## src/rtl/branch_pkg.sv

```systemverilog
// ---------------------------------------------------------------------------
// branch_pkg
// Shared definitions for the branch resolve unit:
//   - func3_e   : conditional-branch condition codes (RISC-V func3 field)
//   - ctr_e     : 2-bit saturating prediction counter encodings
//   - CTR_RESET : value every prediction counter takes on reset
//   - ctr_next  : saturating increment/decrement of one counter
// ---------------------------------------------------------------------------
package branch_pkg;

    typedef enum logic [2:0] {
        F3_BEQ  = 3'b000,
        F3_BNE  = 3'b001,
        F3_RSV2 = 3'b010,
        F3_RSV3 = 3'b011,
        F3_BLT  = 3'b100,
        F3_BGE  = 3'b101,
        F3_BLTU = 3'b110,
        F3_BGEU = 3'b111
    } func3_e;

    typedef enum logic [1:0] {
        CTR_STRONG_NT = 2'b00,
        CTR_WEAK_NT   = 2'b01,
        CTR_WEAK_T    = 2'b10,
        CTR_STRONG_T  = 2'b11
    } ctr_e;

    localparam logic [1:0] CTR_RESET = CTR_WEAK_NT;

    // Move one counter toward the observed outcome, sticking at either end.
    function automatic logic [1:0] ctr_next(input logic [1:0] cur, input logic taken);
        logic [1:0] nxt;
        nxt = cur;
        if (taken) begin
            if (cur != CTR_STRONG_T) nxt = cur + 2'd1;
        end else begin
            if (cur != CTR_STRONG_NT) nxt = cur - 2'd1;
        end
        return nxt;
    endfunction

endpackage

```

## src/rtl/branch_compare.sv

```systemverilog
// ---------------------------------------------------------------------------
// branch_compare
// Purely combinational evaluation of a conditional-branch condition.
// Ports:
//   rs1, rs2 : XLEN-bit operands
//   func3    : condition code (see branch_pkg::func3_e)
//   taken    : condition holds (always 0 for the two reserved codes)
//   legal    : func3 names a real branch condition
// ---------------------------------------------------------------------------
module branch_compare
    import branch_pkg::*;
#(
    parameter int XLEN = 32
) (
    input  logic [XLEN-1:0] rs1,
    input  logic [XLEN-1:0] rs2,
    input  logic [2:0]      func3,
    output logic            taken,
    output logic            legal
);

    // One comparator per relation; the case below just selects among them.
    logic is_eq;
    logic is_lt;
    logic is_ltu;

    assign is_eq  = (rs1 == rs2);
    assign is_lt  = ($signed(rs1) < $signed(rs2));
    assign is_ltu = (rs1 < rs2);

    always_comb begin
        taken = 1'b0;
        legal = 1'b1;
        case (func3_e'(func3))
            F3_BEQ:  taken = is_eq;
            F3_BNE:  taken = ~is_eq;
            F3_BLT:  taken = is_lt;
            F3_BGE:  taken = ~is_lt;
            F3_BLTU: taken = is_ltu;
            F3_BGEU: taken = ~is_ltu;
            default: begin
                taken = 1'b0;
                legal = 1'b0;
            end
        endcase
    end

endmodule

```

## src/rtl/branch_resolve_unit.sv

```systemverilog
// ---------------------------------------------------------------------------
// branch_resolve_unit
// Resolves execute-stage branches/jumps, registers the outcome and redirect
// target one cycle later, trains a table of 2-bit saturating counters and
// offers a combinational taken prediction for the fetch PC.
// Ports:
//   clk, rstN          : clock, asynchronous active-low reset
//   fetchPc            : PC being fetched;  predictTaken: its prediction
//   exValid, exFlush   : execute-stage instruction present / killed
//   exIsBranch         : conditional branch; jumpTypeInstFlag: JAL/JALR
//   exPc, exTarget     : instruction PC and its taken target
//   rs1Data, rs2Data   : branch operands; func3: condition code
//   exPredTaken        : prediction made for this instruction at fetch
//   resValid, branchTaken, mispredict, redirectPc : registered result
//   branchCount, mispredictCount : saturating statistics
// ---------------------------------------------------------------------------
module branch_resolve_unit
    import branch_pkg::*;
#(
    parameter int XLEN        = 32,
    parameter int BHT_ENTRIES = 16,
    parameter int CNTW        = 16
) (
    input  logic            clk,
    input  logic            rstN,
    input  logic [XLEN-1:0] fetchPc,
    output logic            predictTaken,
    input  logic            exValid,
    input  logic            exFlush,
    input  logic            exIsBranch,
    input  logic            jumpTypeInstFlag,
    input  logic [XLEN-1:0] exPc,
    input  logic [XLEN-1:0] exTarget,
    input  logic [XLEN-1:0] rs1Data,
    input  logic [XLEN-1:0] rs2Data,
    input  logic [2:0]      func3,
    input  logic            exPredTaken,
    output logic            resValid,
    output logic            branchTaken,
    output logic            mispredict,
    output logic [XLEN-1:0] redirectPc,
    output logic [CNTW-1:0] branchCount,
    output logic [CNTW-1:0] mispredictCount
);

    localparam int IDXW = $clog2(BHT_ENTRIES);

    logic [1:0]      bht [BHT_ENTRIES];
    logic [IDXW-1:0] fetch_idx;
    logic [IDXW-1:0] ex_idx;
    logic            cond_taken;
    logic            cond_legal;
    logic            fire;
    logic            outcome;
    logic            mispredict_next;
    logic            bht_update;
    logic [XLEN-1:0] redirect_next;
    logic            unused_pc_bits;

    // Instructions are word aligned, so the table index skips pc[1:0].
    assign fetch_idx = fetchPc[IDXW+1:2];
    assign ex_idx    = exPc[IDXW+1:2];

    assign unused_pc_bits = ^{fetchPc[XLEN-1:IDXW+2], fetchPc[1:0]};

    // Reads the stored counter directly: a same-cycle update to the same
    // entry is not forwarded, fetch sees the pre-update value.
    assign predictTaken = bht[fetch_idx][1];

    branch_compare #(.XLEN(XLEN)) u_compare (
        .rs1   (rs1Data),
        .rs2   (rs2Data),
        .func3 (func3),
        .taken (cond_taken),
        .legal (cond_legal)
    );

    // A jump wins over the branch flag, so it is always taken and never
    // trains the table.  Since jumps are always taken, a jump predicted
    // not-taken is already covered by the outcome/prediction comparison.
    always_comb begin
        fire            = exValid & ~exFlush & (exIsBranch | jumpTypeInstFlag);
        outcome         = jumpTypeInstFlag | cond_taken;
        mispredict_next = fire & (outcome != exPredTaken);
        bht_update      = fire & exIsBranch & ~jumpTypeInstFlag & cond_legal;
        redirect_next   = '0;
        if (fire) redirect_next = outcome ? exTarget : (exPc + XLEN'(4));
    end

    // Result register: everything except resValid is zeroed on idle cycles
    // so consumers never see a stale redirect.
    always_ff @(posedge clk or negedge rstN) begin
        if (!rstN) begin
            resValid    <= 1'b0;
            branchTaken <= 1'b0;
            mispredict  <= 1'b0;
            redirectPc  <= '0;
        end else begin
            resValid    <= fire;
            branchTaken <= fire & outcome;
            mispredict  <= mispredict_next;
            redirectPc  <= redirect_next;
        end
    end

    // Prediction table training.
    always_ff @(posedge clk or negedge rstN) begin
        if (!rstN) begin
            for (int i = 0; i < BHT_ENTRIES; i++) bht[i] <= CTR_RESET;
        end else if (bht_update) begin
            bht[ex_idx] <= ctr_next(bht[ex_idx], cond_taken);
        end
    end

    // Statistics counters stick at all-ones rather than wrapping.
    always_ff @(posedge clk or negedge rstN) begin
        if (!rstN) begin
            branchCount     <= '0;
            mispredictCount <= '0;
        end else begin
            if (fire && (branchCount != '1))
                branchCount <= branchCount + CNTW'(1);
            if (mispredict_next && (mispredictCount != '1))
                mispredictCount <= mispredictCount + CNTW'(1);
        end
    end

endmodule

```

## config.mk

```make
export PLATFORM = sky130hd
export DESIGN_NAME = branch_resolve_unit
export DESIGN_NICKNAME = d
export VERILOG_FILES = /design/src/rtl/branch_pkg.sv /design/src/rtl/branch_compare.sv /design/src/rtl/branch_resolve_unit.sv
export SDC_FILE = /design/constraint.sdc
export NUM_CORES = 1
export LEC_CHECK = 0
export BUFFER_PORTS_ARGS = -buffer_cell sky130_fd_sc_hd__buf_2
export CAP_MARGIN = 20
export CORE_UTILIZATION = 49
export DETAILED_ROUTE_END_ITERATION = 7
export GPL_TIMING_DRIVEN = 0
export HOLD_SLACK_MARGIN = 0.05
export PLACE_DENSITY = 0.87
export RECOVER_POWER = 100
export REMOVE_ABC_BUFFERS = 1
export SYNTH_ARGS = -nofsm -noshare
export SYNTH_HDL_FRONTEND = slang
export SYNTH_SLANG_ARGS = --single-unit
```

## constraint.sdc

```tcl
create_clock -name clk -period 2.9 [get_ports clk]
set_input_delay 0.58 -clock clk [delete_from_list [all_inputs] [get_ports clk]]
set_output_delay 0.58 -clock clk [all_outputs]
set_load 0.01 [all_outputs]
```

Word-level counts from Yosys, hierarchy flattened
Cells that the tools add are included.
- memories: 0
- bits in latches: 0
- ROM bits: 0
- output and inout port bits: 68
- word-level logic and storage cells: 81
- register bits: 99
- bits in writable memories: 0
- $lt $le $gt $ge: 5
- reduce and logical (&&, ||, !) cells: 6
- equal/unequal tests: 10
- multiplexer cells: 17
- $mul: 0
- add/subtract/negate cells: 5
- divide/modulo/power cells: 0
- shift operators: 0
- bitwise logic cells: 16
- operators with widths (kind ; count):
    < comparator 32 bit ; 2
    two-way mux 32 bit ; 2
    adder 16 x 1 -> 16 bit, second input constant ; 2
    adder 32 x 3 -> 32 bit, second input constant ; 1
    bitwise mux 32 bit ; 1
    equality test 32 bit ; 1
    inequality test 16 bit, second input constant ; 2
    two-way mux 2 bit ; 9
    binary-select mux 2 bit (select 4 bit) ; 2
    equality test 3 bit, second input constant ; 4
    greater-or-equal comparator 5 bit, second input constant ; 2
    inverter 4 -> 5 bit ; 2
    demux 2 bit (select 4 bit) ; 1
    bitwise AND 1 bit ; 7
    case mux 1 bit (6 select lines) ; 1
    OR reduction 6 bit ; 1
    < comparator 5 x 1 -> 1 bit, second input constant ; 1
    inverter 1 bit ; 5
    equality test 3 x 1 -> 1 bit, second input constant ; 1
    logical AND 1 bit ; 3
    zero test 3 bit ; 1
    adder 2 x 1 -> 2 bit, second input constant ; 1
    inequality test 2 bit, second input constant ; 1
    bitwise OR 1 bit ; 2
    4 further kinds ; 4

Logic depth before layout (Yosys ltp)
Gate-level depths: netlist of the first run.
- depth in word-level cells: 9
- mapped depth: 13

By module
A second synthesis of the first run with hierarchy kept.
- cells, all modules: 613
- area, all modules: 5963.2 um2
- modules (own cells, without submodules) (module ; area an instance (um2) ; times used ; cells each):
    branch_resolve_unit ; 5094.9 ; 1 ; 491
    branch_compare ; 868.3 ; 1 ; 122

Worst setup path after synthesis of the first run
OpenSTA, ideal clock, no wires.
- kind: input port to flip-flop
- start point: input rs2Data[27]
- end point: register mispredictCount[15]
- required time: 2.774 ns
- path slack: -0.287 ns
- path buffers: 1
- stages on the path: 12
- arrival time: 3.061 ns
- library setup time: 0.126 ns
- path through: inv_1 ha_1 nand4_1 nor4_4 nand3_2 xor2_1 or3_1 o2111a_1 buf_6 xor2_4 or4b_4 xnor2_2
- longest elaborated chain between the ends: 7
- elaborated cells on any way between the ends: 11
- those cells by class: 2 x order compare; 2 x eq/ne; 1 x mux; 5 x bitwise; 1 x reduce/logical
- ends and longest elaborated chain (element ; RTL line ; RTL):
    start: declaration ; branch_resolve_unit.sv:35 ; input logic [XLEN-1:0] rs2Data,
    < comparator 32 bit (tied with other cells) ; branch_compare.sv:29 ; assign is_ltu = (rs1 < rs2);
    inverter 1 bit, on equally long branches ; branch_compare.sv:40, branch_compare.sv:36, branch_compare.sv:38 ;
    case mux 1 bit (6 select lines) * ; branch_compare.sv:34 ; case (func3_e'(func3))
    bitwise OR 1 bit * ; branch_resolve_unit.sv:83 ; outcome = jumpTypeInstFlag | cond_taken;
    inequality test 1 bit * ; branch_resolve_unit.sv:84 ; mispredict_next = fire & (outcome != exPredTaken);
    bitwise AND 1 bit * ; branch_resolve_unit.sv:84 ;
    logical AND 1 bit * ; branch_resolve_unit.sv:123 ; if (mispredict_next && (mispredictCount != '1))
    end signal: assignment ; branch_resolve_unit.sv:124 ; mispredictCount <= mispredictCount + CNTW'(1);
    end: declaration ; branch_resolve_unit.sv:43 ; output logic [CNTW-1:0] mispredictCount
Mark *: on every way between the ends. The rest lies on a longest branch, timed or not.
A chain may end at the register's enable or synchronous reset.

Final worst setup path of the first run
- start point: input rs2Data[10]
- end point: register mispredictCount[15]
The elaborated chain is that of the path after synthesis.

==> results by group, run 1 <==
Run status
  – Outcome: complete, but fails checks
  – Failing checks: design-rule violations, max-capacitance violations, max-slew violations, negative setup slack

STA
  – Final Max Slew Viols: 31
  – Period utilization: 105%
  – Worst-margin pin slew: 1560 ps
  – Setup violators final: 19
  – Slew Limit Headroom: -3.98%
  – Fin crit period: 3040 ps
  – Sum Neg Setup Slack: -1160 ps
  – Final Worst Setup Slack: -143 ps
  – Final Hold Viols: 0
  – Setup Skew: 7.26 ps
  – RSZ-0062 raised after global routing: true
  – Maximum achievable frequency: 329 MHz

Global route
  – GRT Overall Usage: 27.1%
  – Largest net degree at the start of global routing: 71
  – Vias in the first global route: 5523
  – Initial antenna violation count: 1
  – First-pass GRT wire length: 26.7 mm
  – Global route overflow: 0

Detailed routing
  – DR iter-0 viols: 475
  – WL/cell: 18.5 um
  – DRC viols: 17
  – Via/cell ratio: 5.77
  – Routed vias: 5617
  – Detail Route Antenna Nets: 0
  – First-pass DRT Iterations: 7
  – Final WL: 18.0 mm

Pwr
  – Leakage power: 3.73 nW
  – Peak supply drop: 0.276 mV
  – Power per Cell Area: 464 nW/um^2

CTS
  – H-tree depth: 3
  – CTS Buffer Depth: 2
  – CTS tree: done
  – CTS Hold Bufs: 0
  – Num Clock Sinks: 99
  – Clk pin slew, worst setup/hold paths: 80 ps
  – Cts bufs inserted: 9
  – Clock Latency Late Sink: 340 ps
  – Clock Root Buffer: clkbuf_16

Worst setup path
  – Worst setup path category: in -> reg
  – R2R Setup Slk: 180 ps
  – Arrival @ worst endpoint: 3280 ps
  – WP data required: 3140 ps
  – Buf+Inv Stages, Crit Path: 2
  – R2R Path Start: mispredictCount[3]
  – Startpoint class of the critical path: input pin
  – Cell family with most CP delay: simple AND/OR/NAND/NOR gates
  – R2R cell count: 9
  – Crit end category: flip-flop
  – Worst stage delay on the critical path: 510 ps
  – Cell Chain, Critical Path: buf_8, inv_4, ha_4, nand4_1, nor4_4, nand3_2, xor2_1, or3_1, o2111a_2, xor2_4, or4b_4, xnor2_2
  – Crit Path Max Fanout: 4
  – CP max-delay cell: or4b_4
  – Reg-to-Reg End: mispredictCount[8]

Synth
  – Post-Synthesis Cells: 593
  – Sequential area share after synthesis: 42.2%
  – Mapped cell area: 5920 sq um
  – Seq cells post-synth: 99
  – Yosys cell types: 44
  – Average size of a mapped cell: 9.99 sq um
  – Synth warn: 0

Finish
  – Sequential cell area: 2500 sq um
  – Layout cells sized above 1: 37.0%
  – Footprint of the multi-input gates: 3610 sq um
  – Final #Nets: 1033
  – P&R area growth vs syn: 37.7%
  – # fillers: 834

Min path
  – Hold Startpoint: bht[16]
  – Hold depth: 2
  – Endpoint, Worst Hold: bht[16]
  – Hold Path Class: reg -> reg

Floorplanning
  – Io pins: 238
  – Row count: 39
  – Die X-Extent: 112 um
  – Die footprint: 12500 sq um
  – Core Region: 11600 sq um
  – Die Span Y: 112 um
  – Initial core utilization: 51.0%

Placement
  – Post-DP HPWL: 11.5 mm
  – IO Port Bufs: 209
  – Gpl congestion: 0.818
  – Pre-CTS WS: -1120 ps

Flow run
  – Max-Cap Viols: 1
==> power breakdown <==
part / internal [mW] / leakage [nW] / switching, mW
Combinational: 0.416 / 2.29 / 0.508
Sequential: 1.51 / 1.29 / 0.111
Clock: 0.683 / 0.149 / 0.558
Total: 2.61 / 3.73 / 1.18
==> layout make-up <==
type	instances	share of cell area, %
multi-input cells	432	44.3
flip-flops and latches	99	30.6
repair buffers	239	17.0
clock buffers	9	2.76
well taps	143	2.19
inverters	44	2.09
clock inverters	7	1.04
diodes	1	0.0307
==> registers in the layout, indices dropped and copies added (netlist names) <==
| register | count |
|---|---|
| resValid | 1 |
| branchTaken | 1 |
| redirectPc | 32 |
| branchCount | 16 |
| mispredict | 1 |
| mispredictCount | 16 |
| bht | 32 |
==> stage by stage <==
stage	util [%]	area (sq um)	instances	power (mW)	hold slack, ps
floorplan	-	5840	574	2.02	284
global placement	60.8	7070	926	2.36	465
detailed placement	61.6	7150	932	2.39	474
CTS	69.3	8050	966	3.73	168
global route	70.3	8160	974	3.97	480
finish	70.3	8160	974	3.79	465
==> worst max path at each step <==
stage | startpoint | end | cells past startpoint
after floorplan | rs2Data[10] | mispredictCount[1] | 10
after global placement | rs2Data[10] | mispredictCount[14] | 12
after detailed placement | rs2Data[10] | mispredictCount[1] | 11
after CTS | rs2Data[9] | mispredictCount[15] | 12
after global routing | rs2Data[10] | mispredictCount[8] | 14
final | rs2Data[10] | mispredictCount[15] | 12
==> layout by cell type (no fill, tap or decap), drive strengths merged, types with 18 or more instances in the layout <==
master    n
buf     170
dfrtp    83
clkbuf   78
nor2     66
nand2    63
inv      46
ha       38
xor2     30
xnor2    29
a211oi   29
nand3    27
mux2     18
o21ai    18
==> metal layers <==
layer	wire length [um]	track usage, %
met5	0	0
met4	661	11.6
met3	1320	5.66
met2	9390	49.6
met1	6660	30.4
==> synth_stat cells (all sizes together) <==
library cell	count	area share, %
mux4	15	5.7
nand4	12	1.5
or2	1	0.11
inv	44	2.8
maj3	2	0.34
a21bo	1	0.17
o2111ai	1	0.15
clkbuf	15	0.95
a21oi	15	1.3
a211oi	29	3.7
mux2	18	3.4
dfrtp	83	35
nor3	10	0.84
or4b	1	0.23
a221oi	2	0.30
nand3	27	2.4
nor4	5	0.78
nand2b	3	0.32
buf	4	0.44
o2111a	1	0.19
dfstp	16	7.1
nor3b	2	0.25
and2	4	0.42
a211o	1	0.15
o22a	1	0.15
xnor2	29	4.4
and4	5	0.74
nand2	63	4.0
xor2	30	4.8
ha	38	8.0
mux2i	5	0.84
nor2	66	4.2
or3	1	0.11
nor2b	5	0.53
o211ai	4	0.51
o21ai	18	1.5
and3	16	1.7
==> what timing repair did <==
action                                  4_1_cts  5_1_grt
pin swaps                                    32       15
cloned                                        0        2
resized for setup                            69       38
endpoints found under the setup margin       76       71
buffers inserted                             19        5
==> logic make-up after synthesis <==
kind of cell,Yosys count,share of synthesized area (%)
adders and majority gates,40,8.37
xor gates and xnor gates,59,9.17
buffers and inverters,63,4.18
DFF,99,42.2
muxes,38,9.97
AOI/OAI and AO/OA,73,8.07
and+or+nand+nor,221,18.1
==> worst min-delay path: stages, from the launching register on <==
cell     delay, ps
dfstp_2        370
nand2_1         40
o21ai_1         50
(Power assumes the default switching activity.)
==> inputs of run 2 (changes only) <==
--- a/config.mk
+++ b/config.mk
@@ -5,13 +5,14 @@
 export SDC_FILE = /design/constraint.sdc
 export NUM_CORES = 1
 export LEC_CHECK = 0
+export ABC_AREA = 1
 export BUFFER_PORTS_ARGS = -buffer_cell sky130_fd_sc_hd__buf_2
 export CAP_MARGIN = 20
-export CORE_UTILIZATION = 49
+export CORE_UTILIZATION = 51
 export DETAILED_ROUTE_END_ITERATION = 7
 export GPL_TIMING_DRIVEN = 0
 export HOLD_SLACK_MARGIN = 0.05
-export PLACE_DENSITY = 0.87
+export PLACE_DENSITY = 0.88
 export RECOVER_POWER = 100
 export REMOVE_ABC_BUFFERS = 1
 export SYNTH_ARGS = -nofsm -noshare
==> run 2 against run 1 <==
The flow now finishes without violations. Clock skew decreased by 2.6 ps. Critical endpoint is now redirectPc[0]. Largest cell class unchanged. Maximum frequency rose by 13%. Utilization down 5.0 points. Critical path depth is 1 higher. Global-route usage is 1.4 points lower. Die area increased by 5.9%. Sequential share of layout area increased by 0.61 points.
==> results by group, run 2 <==
Finish
  – Regs by FF count: bht x32, redirectPc x32
  – Final instance area: 8000 sq um
  – P&R area growth vs syn: 22.4%
  – # fillers: 1075
  – Final #Nets: 1262
  – Layout cells sized above 1: 20.0%
  – Most frequent cells in the layout: 197 x nand2_1, 139 x buf_2, 118 x inv_1
  – Core Util, Final: 65.2%
  – Antenna cell count: 0
  – Most common cell after layout, fill and taps aside: nand2_1

Synth
  – Synth top area share: 31.8%
  – Main flop type after synthesis: dfrtp_1
  – Average size of a mapped cell: 7.73 sq um
  – Synth warn: 0
  – Sequential area share after synthesis: 38.2%
  – Ranking of synthesized cells by area: dfrtp_1 32%, nand2_1 11%, ha_1 7.3%, inv_1 6.8%, dfstp_2 6.4%
  – Commonest cells post-synth: 197 x nand2_1, 119 x inv_1, 83 x dfrtp_1
  – Seq cells post-synth: 99
  – Mapped cell area: 6530 sq um
  – Async SR Flop Fraction: 100%
  – Yosys cell types: 42
  – Most common cell in the netlist: nand2_1
  – Post-Synthesis Cells: 845
  – Synth area leader: dfrtp_1
  – Post-synth EDFFs: 0

Pwr
  – Tot Pwr: 4.00 mW
  – Clk network pwr share: 34.6%
  – Peak supply drop: 0.411 mV
  – Power per Cell Area: 500 nW/um^2
  – Flop pwr share: 41.9%
  – Pint: 2.76 mW
  – Leakage power: 4.06 nW
  – Sw frac: 31.1%
  – Switch Pwr: 1.24 mW
  – Power share of the combinational group: 23.5%

Placement
  – Post-DP HPWL: 12.5 mm
  – Gpl congestion: 0.914
  – IO Port Bufs: 209
  – Placed cell area: 7710 sq um

Worst setup path
  – R2R Path Start: branchCount[0]
  – Reg-to-Reg End: branchCount[15]
  – Crit end category: flip-flop
  – R2R Setup Slk: 440 ps
  – R2R cell count: 13
  – Startpoint class of the critical path: input pin
  – WP data required: 3170 ps
  – Crit Path Max Fanout: 26
  – Worst setup path category: in -> reg
  – Arrival @ worst endpoint: 2960 ps

Floorplanning
  – Core Region: 12300 sq um
  – Initial core utilization: 53.3%
  – Io pins: 238
  – Die footprint: 13300 sq um
  – Die Span Y: 115 um
  – Row count: 40
  – Die X-Extent: 115 um

Global route
  – Vias in the first global route: 5922
  – GRT Overall Usage: 25.6%
  – Global route overflow: 0
  – First-pass GRT wire length: 26.8 mm
  – Largest net degree at the start of global routing: 74
  – Initial antenna violation count: 0

STA
  – Final Hold Viols: 0
  – Sum Neg Setup Slack: 0 ps
  – Maximum achievable frequency: 371 MHz
  – Setup violators final: 0
  – Period utilization: 92.8%
  – Slew Limit Headroom: 4.28%
  – RSZ-0062 raised after global routing: false
  – Final Max Slew Viols: 0
  – Fin crit period: 2690 ps
  – Worst-margin pin slew: 1440 ps
  – Setup Skew: 4.65 ps

Min path
  – Endpoint, Worst Hold: redirectPc[23]
  – Hold Path Class: in -> reg
  – Hold depth: 3
  – Hold Startpoint: exTarget[23]

CTS
  – CTS Hold Bufs: 0
  – Clock Root Buffer: clkbuf_16
  – CTS Buffer Depth: 2
  – H-tree depth: 3
  – Clk pin slew, worst setup/hold paths: 70 ps
  – CTS tree: done
  – Clock Latency Late Sink: 350 ps
  – Cts bufs inserted: 9
  – Num Clock Sinks: 99

Run status
  – Outcome: finished, final reports clean

Detailed routing
  – Detail Route Antenna Nets: 0
  – Routed vias: 6389
  – Final WL: 16.7 mm
  – DR iter-0 viols: 406
  – DRC viols: 0
  – First-pass DRT Iterations: 5
  – Via/cell ratio: 5.21
  – WL/cell: 13.6 um

Flow run
  – Max-Cap Viols: 0
run 2: changes by cell type in the layout (fill, tap and decap cells not counted), sizes merged, moves of 18 or more:
cell,previous run,this run
inv,46,123
xnor2,29,11
a211oi,29,3
buf,170,143
nand2,63,202
nand4,12,36
o21ai,18,71
run 2: worst max-delay path by stage:
stage                      startpoint       endpoint  slack, ps  cells past startpoint
after global placement    rs1Data[31]  redirectPc[0]       -460                     13
final                     rs1Data[31]  redirectPc[0]        210                     13
after global routing      rs2Data[31]  redirectPc[6]         10                     18
after CTS                 rs2Data[31]  redirectPc[0]         40                     17
after detailed placement  rs1Data[31]  redirectPc[0]       -440                     13
after floorplan           rs2Data[19]  redirectPc[4]        280                     14
run 2: critical path, stage by stage:
cell     delay [ps]
buf_2           100
ha_1            360
a21oi_1         180
o21a_1          160
nand2_1          70
a21oi_2         180
nand2_1         130
nand2_1         110
nand3_2         130
nand4_4         200
nand2_2          90
inv_2           370
a22o_1          280
run 2: power groups by stage:
stage / clock network, mW / logic, mW / registers, mW
after global routing: 1.46 / 1.08 / 1.70
after floorplan: 0 / 0.522 / 1.72
after CTS: 1.40 / 0.971 / 1.67
after global placement: 0 / 0.932 / 1.69
final: 1.39 / 0.941 / 1.67
after detailed placement: 0 / 0.962 / 1.69
run 2: logic make-up after synthesis:
family,Yosys count,share of synthesized area [%]
adders and majority gates,38,7.28
buffers and inverters,142,8.73
AOI/OAI and AO/OA,136,12.6
muxes,1,0.172
DFF,99,38.2
xor gates and xnor gates,48,6.44
and+or+nand+nor,381,26.6
run 2: area by class of cell:
| class | count | area, sq um | share of cell area [%] |
|---|---|---|---|
| Sequential cell | 99 | 2500 | 31.2 |
| Clock inverter | 5 | 100 | 1.25 |
| Multi-Input combinational cell | 605 | 3470 | 43.3 |
| Tap cell | 168 | 210 | 2.63 |
| Timing Repair Buffer | 215 | 1010 | 12.7 |
| Clock buffer | 11 | 243 | 3.03 |
| Inverter | 124 | 469 | 5.87 |
run 2: per-stage QoR:
step / worst slack, ps / hold WS (ps) / instances
after global routing: 12.2 / 410 / 1227
final: 207 / 426 / 1227
after global placement: -456 / 466 / 1204
after CTS: 36.3 / 149 / 1222
after floorplan: 278 / 284 / 827
after detailed placement: -436 / 482 / 1205
run 2: what timing repair did:
action,CTS,global route
endpoints found under the setup margin,5,42
gates cloned,1,0
hold endpoints to repair,0,0
buffers inserted,0,5
gates resized for setup,1,1
pin swaps,1,0
run 2: per-layer routing:
| metal | global-route usage (%) | up-vias | wire length [um] |
|---|---|---|---|
| met5 | 0 | - | 0 |
| met3 | 6.27 | 31 | 1080 |
| li1 | - | 3195 | - |
| met1 | 30.4 | 2924 | 6920 |
| met4 | 6.93 | 0 | 322 |
| met2 | 46.2 | 239 | 8340 |
==> inputs of run 3 (changes only) <==
--- a/config.mk
+++ b/config.mk
@@ -8,6 +8,7 @@
 export ABC_AREA = 1
 export BUFFER_PORTS_ARGS = -buffer_cell sky130_fd_sc_hd__buf_2
 export CAP_MARGIN = 20
+export CORE_ASPECT_RATIO = 2
 export CORE_UTILIZATION = 51
 export DETAILED_ROUTE_END_ITERATION = 7
 export GPL_TIMING_DRIVEN = 0
==> run 3 against run 2 <==
Worst hold slack better by 11 ps. Largest power group unchanged. Total power fell by 2.5%. Non-clock buffer count up 5. Clock power decreased by 11%. Die area increased by 0.21%. Via count up 2.1%. Critical path type unchanged.
==> results by group, run 3 (synthesized netlist as in run 2, its figures left out) <==
STA
  – Slew Limit Headroom: 1.94%
  – Final Max Slew Viols: 0
  – Period utilization: 93.3%
  – Final Hold Viols: 0
  – Setup violators final: 0
  – Maximum achievable frequency: 370 MHz
  – Fin crit period: 2710 ps
  – Setup Skew: 7.03 ps
  – Worst-margin pin slew: 1470 ps

CTS
  – H-tree depth: 3
  – CTS Hold Bufs: 0
  – CTS tree: done
  – Clock Root Buffer: clkbuf_16
  – Clock Latency Late Sink: 340 ps
  – Cts bufs inserted: 9
  – Clk pin slew, worst setup/hold paths: 70 ps
  – Num Clock Sinks: 99
  – CTS Buffer Depth: 2

Floorplanning
  – Row count: 58
  – Initial core utilization: 52.0%
  – Io pins: 238
  – Die footprint: 13300 sq um
  – Die Span Y: 162 um
  – Core Region: 12600 sq um
  – Die X-Extent: 82.0 um

Placement
  – Placed cell area: 7690 sq um
  – Gpl congestion: 0.902
  – IO Port Bufs: 209
  – Placed cells: 1187
  – Post-DP HPWL: 13.8 mm

Finish
  – Final #Nets: 1267
  – Core Util, Final: 63.8%
  – # fillers: 1112
  – Antenna cell count: 0
  – Layout cells sized above 1: 21.0%
  – Most frequent cells in the layout: 197 x nand2_1, 142 x buf_2, 118 x inv_1
  – Final instance area: 8010 sq um
  – P&R area growth vs syn: 22.7%
  – Most common cell after layout, fill and taps aside: nand2_1
  – Post-Layout Cell Count: 1214
  – Regs by FF count: bht x32, redirectPc x32

Pwr
  – Tot Pwr: 3.90 mW
  – Power per Cell Area: 487 nW/um^2
  – Peak supply drop: 0.351 mV
  – Leakage power: 4.08 nW

Min path
  – Hold Path Class: in -> reg
  – Hold Startpoint: exTarget[4]

Worst setup path
  – Worst setup path category: in -> reg
  – Startpoint class of the critical path: input pin
  – Crit end category: flip-flop
  – CP max-delay cell: inv_1
  – Worst stage delay on the critical path: 470 ps
  – Most used cell, CP: nor2_1
  – Cell Chain, Critical Path: buf_2, nor2_1, o21ai_2, inv_1, nand2_1, nor2_1, nand3_1, nor4_2, nand2_1, nor2_1, xor2_1
  – Arrival @ worst endpoint: 2970 ps
  – WP data required: 3160 ps
  – R2R Path Start: mispredictCount[0]
  – Crit Path Max Fanout: 13
  – Crit. Startpoint: exFlush

Detailed routing
  – Detail Route Antenna Nets: 0
  – Routed vias: 6520
  – DR iter-0 viols: 440
  – Via/cell ratio: 5.37
  – DRC viols: 0
  – First-pass DRT Iterations: 5
  – WL/cell: 14.9 um
  – Final WL: 18.1 mm

Flow run
  – Max-Cap Viols: 0

Global route
  – Global route overflow: 0
  – GRT Overall Usage: 27.9%
  – Largest net degree at the start of global routing: 73
  – Initial antenna violation count: 0
  – First-pass GRT wire length: 28.3 mm
  – Vias in the first global route: 6346

Run status
  – Outcome: finished, final reports clean
[run 3: per-stage QoR]
stage                     setup WS (ps)  hold slack, ps  TNS (ps)
after floorplan                     278             284         0
after global placement             -441             468    -11070
after detailed placement           -434             475    -11430
after CTS                          57.9             163         0
after global routing              -23.3             440     -23.3
final                               195             437         0
[run 3: critical path, delay by kind of cell]
| kind | cells | cell delay (ps) |
|---|---|---|
| AND/OR/NAND/NOR | 7 | 1430 |
| buffers and inverters | 2 | 600 |
| XOR/XNOR | 1 | 170 |
| AO/OA/AOI/OAI | 1 | 190 |
[run 3: repair_timing]
item / in CTS / in global routing
cloned: 1 / 0
pin swaps: 1 / 1
endpoints found under the hold margin: 0 / 0
setup buffers: 0 / 10
gates resized for setup: 1 / 1
setup endpoints to repair: 2 / 43
[run 3: report_power, final]
part / leakage [nW] / switching, mW / internal (mW) / total, mW
clock: 0.147 / 0.539 / 0.702 / 1.24
combinational: 2.66 / 0.600 / 0.380 / 0.981
sequential: 1.28 / 0.155 / 1.52 / 1.68
total: 4.08 / 1.29 / 2.61 / 3.90
[run 3: final timing paths]
| path | endpoint | slack (ps) | depth (start not counted) |
|---|---|---|---|
| worst max-delay path | branchCount[15] | 190 | 11 |
| worst min-delay path | redirectPc[4] | 440 | 3 |
| worst max register to register | mispredictCount[3] | 400 | 11 |
| worst min register to register | bht[29] | 490 | 2 |
| max in group asynchronous | redirectPc[30] | 520 | 2 |
| min in group asynchronous | branchCount[14] | 580 | 1 |
[run 3: cell type report]
cell class,instances,area [sq um],area share (%)
clock buffers,10,239,2.98
clock inverters,6,73.8,0.921
inverters,124,469,5.86
multi-input cells,605,3480,43.4
flip-flops and latches,99,2500,31.2
well taps,150,188,2.34
repair buffers,220,1070,13.4
[run 3: layer usage]
layer / vias up / track usage, % / share of wire, %
met4: 0 / 15.2 / 5.0
met3: 64 / 5.45 / 6.7
met5: - / 0 / 0
met1: 2963 / 27.8 / 34
li1: 3195 / - / -
met2: 298 / 51.6 / 54
